## src/rtl/adder_arbiter.sv

```systemverilog
`default_nettype none
// adder_arbiter: round-robin arbiter sequencing two requesters onto one
// registered WIDTH-bit add/subtract datapath (IDLE -> EXEC -> DONE). Rev 1.0
module adder_arbiter #(
   parameter int WIDTH = 32
) (
   input  logic             clk,
   input  logic             reset,
   input  logic             req0,
   input  logic             req1,
   input  logic [WIDTH-1:0] a0,
   input  logic [WIDTH-1:0] b0,
   input  logic [WIDTH-1:0] a1,
   input  logic [WIDTH-1:0] b1,
   input  logic             sub0,
   input  logic             sub1,
   output logic             gnt0,
   output logic             gnt1,
   output logic             done0,
   output logic             done1,
   output logic [WIDTH-1:0] result,
   output logic             carry,
   output logic             ovf,
   output logic             busy
);

   localparam logic [1:0] IDLE = 2'd0;
   localparam logic [1:0] EXEC = 2'd1;
   localparam logic [1:0] DONE = 2'd2;

   logic [1:0]       state;
   logic             prio;
   logic             owner;
   logic [WIDTH-1:0] a_q;
   logic [WIDTH-1:0] b_q;
   logic             sub_q;
   logic             win;
   logic [WIDTH-1:0] bx;
   logic [WIDTH:0]   sum_ext;
   logic             ovf_next;

   // Single requester wins outright; a tie goes to the requester named by prio.
   always_comb begin
      win      = (req0 & req1) ? prio : req1;
      bx       = sub_q ? ~b_q : b_q;
      sum_ext  = {1'b0, a_q} + {1'b0, bx} + {{WIDTH{1'b0}}, sub_q};
      ovf_next = (a_q[WIDTH-1] == bx[WIDTH-1]) && (sum_ext[WIDTH-1] != a_q[WIDTH-1]);
   end

   always_ff @(posedge clk or posedge reset) begin
      if (reset) begin
         state  <= IDLE;
         prio   <= 1'b0;
         owner  <= 1'b0;
         a_q    <= '0;
         b_q    <= '0;
         sub_q  <= 1'b0;
         result <= '0;
         carry  <= 1'b0;
         ovf    <= 1'b0;
      end else begin
         case (state)
            IDLE: begin
               if (req0 | req1) begin
                  a_q   <= win ? a1 : a0;
                  b_q   <= win ? b1 : b0;
                  sub_q <= win ? sub1 : sub0;
                  owner <= win;
                  prio  <= ~win;
                  state <= EXEC;
               end
            end
            EXEC: begin
               result <= sum_ext[WIDTH-1:0];
               carry  <= sum_ext[WIDTH];
               ovf    <= ovf_next;
               state  <= DONE;
            end
            DONE:    state <= IDLE;
            default: state <= IDLE;
         endcase
      end
   end

   assign gnt0  = (state == EXEC) && !owner;
   assign gnt1  = (state == EXEC) &&  owner;
   assign done0 = (state == DONE) && !owner;
   assign done1 = (state == DONE) &&  owner;
   assign busy  = (state != IDLE);

endmodule
`default_nettype wire

```

## config.mk

```make
export PLATFORM = sky130hd
export DESIGN_NAME = adder_arbiter
export DESIGN_NICKNAME = d
export VERILOG_FILES = /design/src/rtl/adder_arbiter.sv
export SDC_FILE = /design/constraint.sdc
export NUM_CORES = 1
export LEC_CHECK = 0
export ABC_AREA = 1
export ABC_CLOCK_PERIOD_IN_PS = 4730
export CAP_MARGIN = 20
export CELL_PAD_IN_SITES_DETAIL_PLACEMENT = 0
export CELL_PAD_IN_SITES_GLOBAL_PLACEMENT = 1
export CORE_UTILIZATION = 36
export CTS_CLUSTER_SIZE = 24
export DETAILED_ROUTE_END_ITERATION = 16
export PLACE_DENSITY_LB_ADDON = 0.1
export SKIP_CTS_REPAIR_TIMING = 1
export SYNTH_ARGS = -nofsm -noshare
export SYNTH_HDL_FRONTEND = slang
export SYNTH_SLANG_ARGS = --single-unit
export TNS_END_PERCENT = 1
```

## constraint.sdc

```tcl
create_clock -name clk -period 4.73 [get_ports clk]
set_input_delay 0.946 -clock clk [delete_from_list [all_inputs] [get_ports clk]]
set_output_delay 0.946 -clock clk [all_outputs]
set_load 0.01 [all_outputs]
```

==> impl_metrics.csv, run 1 <==
group,metric,value,unit
status,status,"completed",
worst_setup_path,crit_path_start_kind,"register",
sta,holdWs,0.478,ns
power,ir_worst_vdd,0.518,mV
floorplanning,start_util,37.3,%
detailed_routing,drtAntennaViolNets,0,
sta,rsz0062_at_grt,"false",
placed_design,place_worst_setup_slack,1.61,ns
placed_design,placed_area,0.00902,mm²
detailed_routing,vias,6654,
synth,synth-seq-area-share,36.5,%
worst_setup_path,crit_start,"sub_q",
synth,synth_warnings,0,
worst_setup_path,crit_required,4.98,ns
power,power_leakage,4.64,nW
detailed_routing,drtIter0Drc,413,
floorplanning,die_x,142,µm
worst_setup_path,end_kind,"register",
power,p_per_area,884,mW/mm²
floorplanning,chipHeight,142,µm
clock_tree,cts_tree,"yes",
clock_tree,cts.sinks,103,
clock_tree,clock_latency,0.36,ns
worst_setup_path,crit_end,"result[27]",
worst_setup_path,crit_arrival,3.35,ns
finish,seqCellArea,0.00258,mm²
finish,layout_commonest_cell,"nand2_1",
floorplanning,dieArea,0.0202,mm²
run,maxCapViolations,0,
clock_tree,numCtsBuffers,9,
synth,synth_top_area_share,36.5,%
global_routing,grt_pass1_vias,6592,
finish,n_fill_cell,1964,
worst_setup_path,crit_type,"register to register",
worst_setup_path,r2r_start,"sub_q",
sta,fin_ws,1.62,ns
hold_path,hp-start,"result[10]",
detailed_routing,drc_errors,0,
sta,fin_tns_setup,0,ns
sta,fin_crit_sh,65.7,%
synth,synth_cells,954,
synth,ys_ff_latch,103,
finish,multiInputGateArea,0.00380,mm²
worst_setup_path,r2r_cells,11,
synth,syn_area,0.00707,mm²
detailed_routing,routed_via_density,4.85,
synth,synth.avg_cell_area,7.41,µm²
floorplanning,core_area,0.0190,mm²
finish,fin_nets,1273,
global_routing,grt_pass1_wl,34.7,mm
synth,synthTopCellsByArea,"dfrtp_1 (36%), nand2_1 (15%), inv_1 (7.5%), nand3_1 (7.4%), o211ai_2 (6.9%)",
sta,finalHoldViolations,0,
clock_tree,clockBufferDepth,2,
detailed_routing,wire_per_inst,15.5,µm
global_routing,gr-total-overflow,0,
placed_design,gp_congestion,0.889,
worst_setup_path,worst_r2r_endpoint,"result[27]",
detailed_routing,firstDrtPassIters,5,
clock_tree,cts-root-buf,"clkbuf_16",
worst_setup_path,r2r_slack,1.62,ns
synth,syn_nets,1120,
clock_tree,htree_levels,3,
placed_design,dp_hpwl,16.4,mm
synth,netlist.top_cell.by_area,"dfrtp_1",
sta,finClkSkew,0.0122,ns
sta,max-slew-margin-rel,28.8,%
sta,slew_viol_final,0,
finish,final_cell_mix,"nand2_1 (283), clkdlybuf4s50_1 (172), inv_1 (140), nand3_1 (104), dfrtp_1 (103)",
finish,area_delta_synth_final,31.6,%
clock_tree,clk_pin_slew,0.08,ns
finish,antennaDiodeCount,0,
placed_design,io_buffers,172,
global_routing,antenna_found_initial,0,
floorplanning,io_pins,173,
sta,worst_slew_pin_slew,1.07,ns
worst_setup_path,cp_max_fo,23,
detailed_routing,routed_wl,21.3,mm
hold_path,hold_path_class,"register to register",
sta,fmax,0.322,GHz
synth,synth_cell_types,35,
finish,utilization,49.1,%
global_routing,global_route.usage.total,22.2,%
floorplanning,rows,50,
finish,drive_gt1_share,6.65,%
global_routing,grt_max_degree,68,
finish,fin_area,0.00930,mm²
sta,fin_crit,3.11,ns
sta,setup_violations,0,
-- worst max-delay path: stages (launching register included) --
cell      delay (ns)
dfrtp_1         1.05
buf_4           0.37
xor2_1          0.20
ha_1            0.31
a21oi_1         0.21
o21ai_0         0.15
inv_1           0.09
nand2_1         0.06
a21oi_1         0.24
nand3b_1        0.12
nand3_1         0.11
nand2_1         0.06
-- stage by stage --
stage,power (W),cells
finish,0.00823,1372
global route,0.00906,1372
CTS,0.00827,1372
detailed placement,0.00749,1356
global placement,0.00749,1356
floorplan,0.00570,954
-- cells in the mapped netlist --
master,count
a31oi_1,1
or2_2,5
nand2_1,283
nand4_1,5
o21ai_0,25
a21o_1,1
o21ai_2,2
o211ai_2,39
or2_1,1
nor4_1,1
buf_6,4
nand3_1,104
clkbuf_1,25
xor2_1,30
nand3b_1,7
nor3_1,9
o21bai_1,4
o211ai_1,22
buf_1,3
o21a_1,2
nor2_4,1
dfrtp_1,103
o221ai_1,4
nor2_1,41
inv_1,141
fa_1,1
ha_1,31
buf_2,6
a21oi_1,40
inv_2,1
a21boi_1,1
xnor2_1,7
a2111oi_0,1
and2_1,2
a21boi_0,1
-- state kept, by name (all words and copies together), names as in the netlist --
signal	count
sub_q	1
state	2
b_q	32
a_q	32
ovf	1
carry	1
prio	1
owner	1
result	32
-- report_power, final --
part	leakage (nW)	internal (W)	switching, W
clock network	0.142	0.000372	0.000375
registers	1.25	0.00135	0.000387
logic	3.25	0.00218	0.00357
total	4.64	0.00389	0.00433
-- how the worst min path moves through the flow --
stage          slack [ns]         end  cells past startpoint
6_report             0.48  result[10]                      2
5_1_grt              0.50  result[17]                      2
4_1_cts              0.48  result[22]                      2
3_3_place_gp         0.46  result[10]                      2
3_5_place_dp         0.47  result[10]                      2
2_1_floorplan        0.47     a_q[10]                      2
-- area by class of cell --
type                    instances  share of cell area, %
multi-input cells             671                   40.8
flip-flops and latches        103                   27.7
repair buffers                180                   19.2
inverters                     142                   5.76
well taps                     260                   3.50
clock buffers                  10                   2.46
clock inverters                 6                  0.619
-- logic make-up after synthesis --
| group | synth area share [%] |
|---|---|
| DFF | 36.5 |
| xor gates and xnor gates | 4.58 |
| adders and majority gates | 5.77 |
| buffers and inverters | 10.1 |
| and+or+nand+nor | 27.3 |
| AOI/OAI and AO/OA | 15.8 |
-- metal layers --
metal / GRT usage [%] / wire [µm] / up-vias
li1: - / - / 3410
met1: 32.2 / 10500 / 3063
met2: 33.9 / 9470 / 167
met3: 4.68 / 1170 / 14
met4: 4.19 / 171 / 0
met5: 0 / 0 / -
Power figures use the tool's default switching activity.
==> inputs of run 2 (changes only) <==
- ABC_CLOCK_PERIOD_IN_PS: 4730 -> 2900
- clock period: 4.73 -> 2.9 ns (I/O delays scaled with it)
==> impl_metrics.csv, run 2 (synthesis results as in run 1) <==
group,metric,value,unit
worst_setup_path,crit_required,3.15,ns
worst_setup_path,worst_r2r_endpoint,"result[30]",
placed_design,dp.cells,1360,
clock_tree,cts.sinks,103,
status,status,"completed",
run,maxCapViolations,0,
power,power_leakage,4.68,nW
detailed_routing,routed_wl,21.7,mm
sta,max-slew-margin-rel,60.4,%
finish,fin_area,0.00940,mm²
floorplanning,core_area,0.0190,mm²
finish,n_fill_cell,1996,
finish,drive_gt1_share,7.08,%
floorplanning,dieArea,0.0202,mm²
finish,reg.largest.list,"a_q: 32 flops, b_q: 32 flops, result: 32 flops",
worst_setup_path,crit_path_start_kind,"register",
worst_setup_path,r2r_slack,0.37,ns
finish,utilization,49.6,%
floorplanning,io_pins,173,
placed_design,io_buffers,172,
detailed_routing,wire_per_inst,15.8,µm
power,seq_power_share,20.4,%
placed_design,dp_hpwl,16.7,mm
power,p_per_area,1440,mW/mm²
detailed_routing,firstDrtPassIters,5,
sta,slew_viol_final,0,
worst_setup_path,crit_type,"register to register",
detailed_routing,drc_errors,0,
power,intPower,0.00649,W
global_routing,grt_max_degree,104,
placed_design,gp_congestion,0.909,
finish,area_delta_synth_final,33.0,%
sta,fin_crit,2.53,ns
hold_path,hold_end,"result[28]",
clock_tree,clock_latency,0.36,ns
worst_setup_path,cp_max_fo,33,
finish,final_cell_mix,"nand2_1 (283), clkdlybuf4s50_1 (172), inv_1 (140), nand3_1 (104), dfrtp_1 (103)",
finish,multiInputGateArea,0.00380,mm²
finish,final_cell_count_no_fill,1376,
clock_tree,cts_tree,"yes",
global_routing,global_route.usage.total,22.6,%
worst_setup_path,crit_start,"sub_q",
floorplanning,chipHeight,142,µm
clock_tree,clk_pin_slew,0.08,ns
sta,fmax,0.395,GHz
sta,worst_slew_pin_slew,0.594,ns
worst_setup_path,crit_arrival,2.78,ns
global_routing,grt_pass1_wl,35.0,mm
detailed_routing,vias,6661,
clock_tree,htree_levels,3,
global_routing,antenna_found_initial,0,
detailed_routing,routed_via_density,4.84,
sta,setup_violations,0,
hold_path,hold_path_class,"register to register",
clock_tree,clockBufferDepth,2,
global_routing,gr-total-overflow,0,
worst_setup_path,r2r_start,"sub_q",
hold_path,whs_path_depth,2,
sta,fin_crit_sh,87.4,%
floorplanning,die_x,142,µm
finish,seqCellArea,0.00258,mm²
power,p_switching,0.00709,W
finish,layout_commonest_cell,"nand2_1",
finish,fin_nets,1277,
sta,rsz0062_at_grt,"false",
floorplanning,start_util,37.3,%
worst_setup_path,end_kind,"register",
finish,antennaDiodeCount,0,
sta,fin_tns_setup,0,ns
hold_path,hp-start,"result[28]",
power,pwr-share-clk,9.1,%
power,p_comb_share,70.5,%
floorplanning,rows,50,
power,switching_share,52.2,%
sta,finalHoldViolations,0,
detailed_routing,drtAntennaViolNets,0,
worst_setup_path,r2r_cells,15,
detailed_routing,drtIter0Drc,391,
clock_tree,numCtsBuffers,9,
placed_design,placed_area,0.00910,mm²
clock_tree,cts-root-buf,"clkbuf_16",
power,ir_worst_vdd,0.620,mV
sta,finClkSkew,0.0114,ns
global_routing,grt_pass1_vias,6516,
==> run 2: cell count changes in the layout (fill, tap and decap cells not counted) <==
cell,change
buf_12,+4
inv_6,-2
inv_4,-1
clkbuf_8,+1
clkinv_4,+2
clkinv_8,+1
clkbuf_1,-1
inv_8,-1
clkinvlp_4,+1
==> run 2: worst max-delay path, cell delays in order, from the launching register on <==
cell and delay (ns):
dfrtp_1 0.38, buf_12 0.25, nand2_1 0.08, nand2_1 0.13
inv_1 0.07, fa_1 0.42, o21ai_2 0.19, nand2_1 0.07
nand2_1 0.17, nand2_1 0.08, nand2_1 0.14, nand2_1 0.15
nand2_1 0.10, nand2_1 0.05, nand3_1 0.07, nand2_1 0.06
==> run 2: cell type report <==
class	count	area share, %
flip-flops and latches	103	27.4
multi-input cells	671	40.4
well taps	260	3.46
inverters	142	5.71
clock inverters	6	0.666
repair buffers	184	19.8
clock buffers	10	2.54
==> run 2: metal layers <==
layer	vias up	GRT usage [%]	share of wire, %
met1	3071	31.9	48
met2	162	35.8	46
met3	17	3.43	4.6
li1	3411	-	-
met4	0	6.11	1.7
met5	-	0	0
==> run 2: worst max path at each step <==
stage,depth (start not counted),to
global placement,12,result[28]
detailed placement,15,result[30]
CTS,15,result[30]
finish,15,result[30]
floorplan,13,result[14]
global route,17,ovf
==> run 2: metrics by stage <==
stage / hold WS, ns / power (W) / worst slack (ns)
after global routing: 0.501 / 0.0150 / 0.163
after floorplan: 0.467 / 0.00930 / 0.653
after detailed placement: 0.464 / 0.0123 / 0.401
after global placement: 0.462 / 0.0123 / 0.404
final: 0.475 / 0.0136 / 0.367
after CTS: 0.484 / 0.0136 / 0.379
==> run 2: power groups by stage <==
stage	clock [W]	combinational [W]	sequential [W]
2_1_floorplan	0	0.00661	0.00269
3_3_place_gp	0	0.00953	0.00281
3_5_place_dp	0	0.00954	0.00280
4_1_cts	0.00127	0.00959	0.00278
5_1_grt	0.00132	0.0108	0.00285
6_report	0.00123	0.00957	0.00277
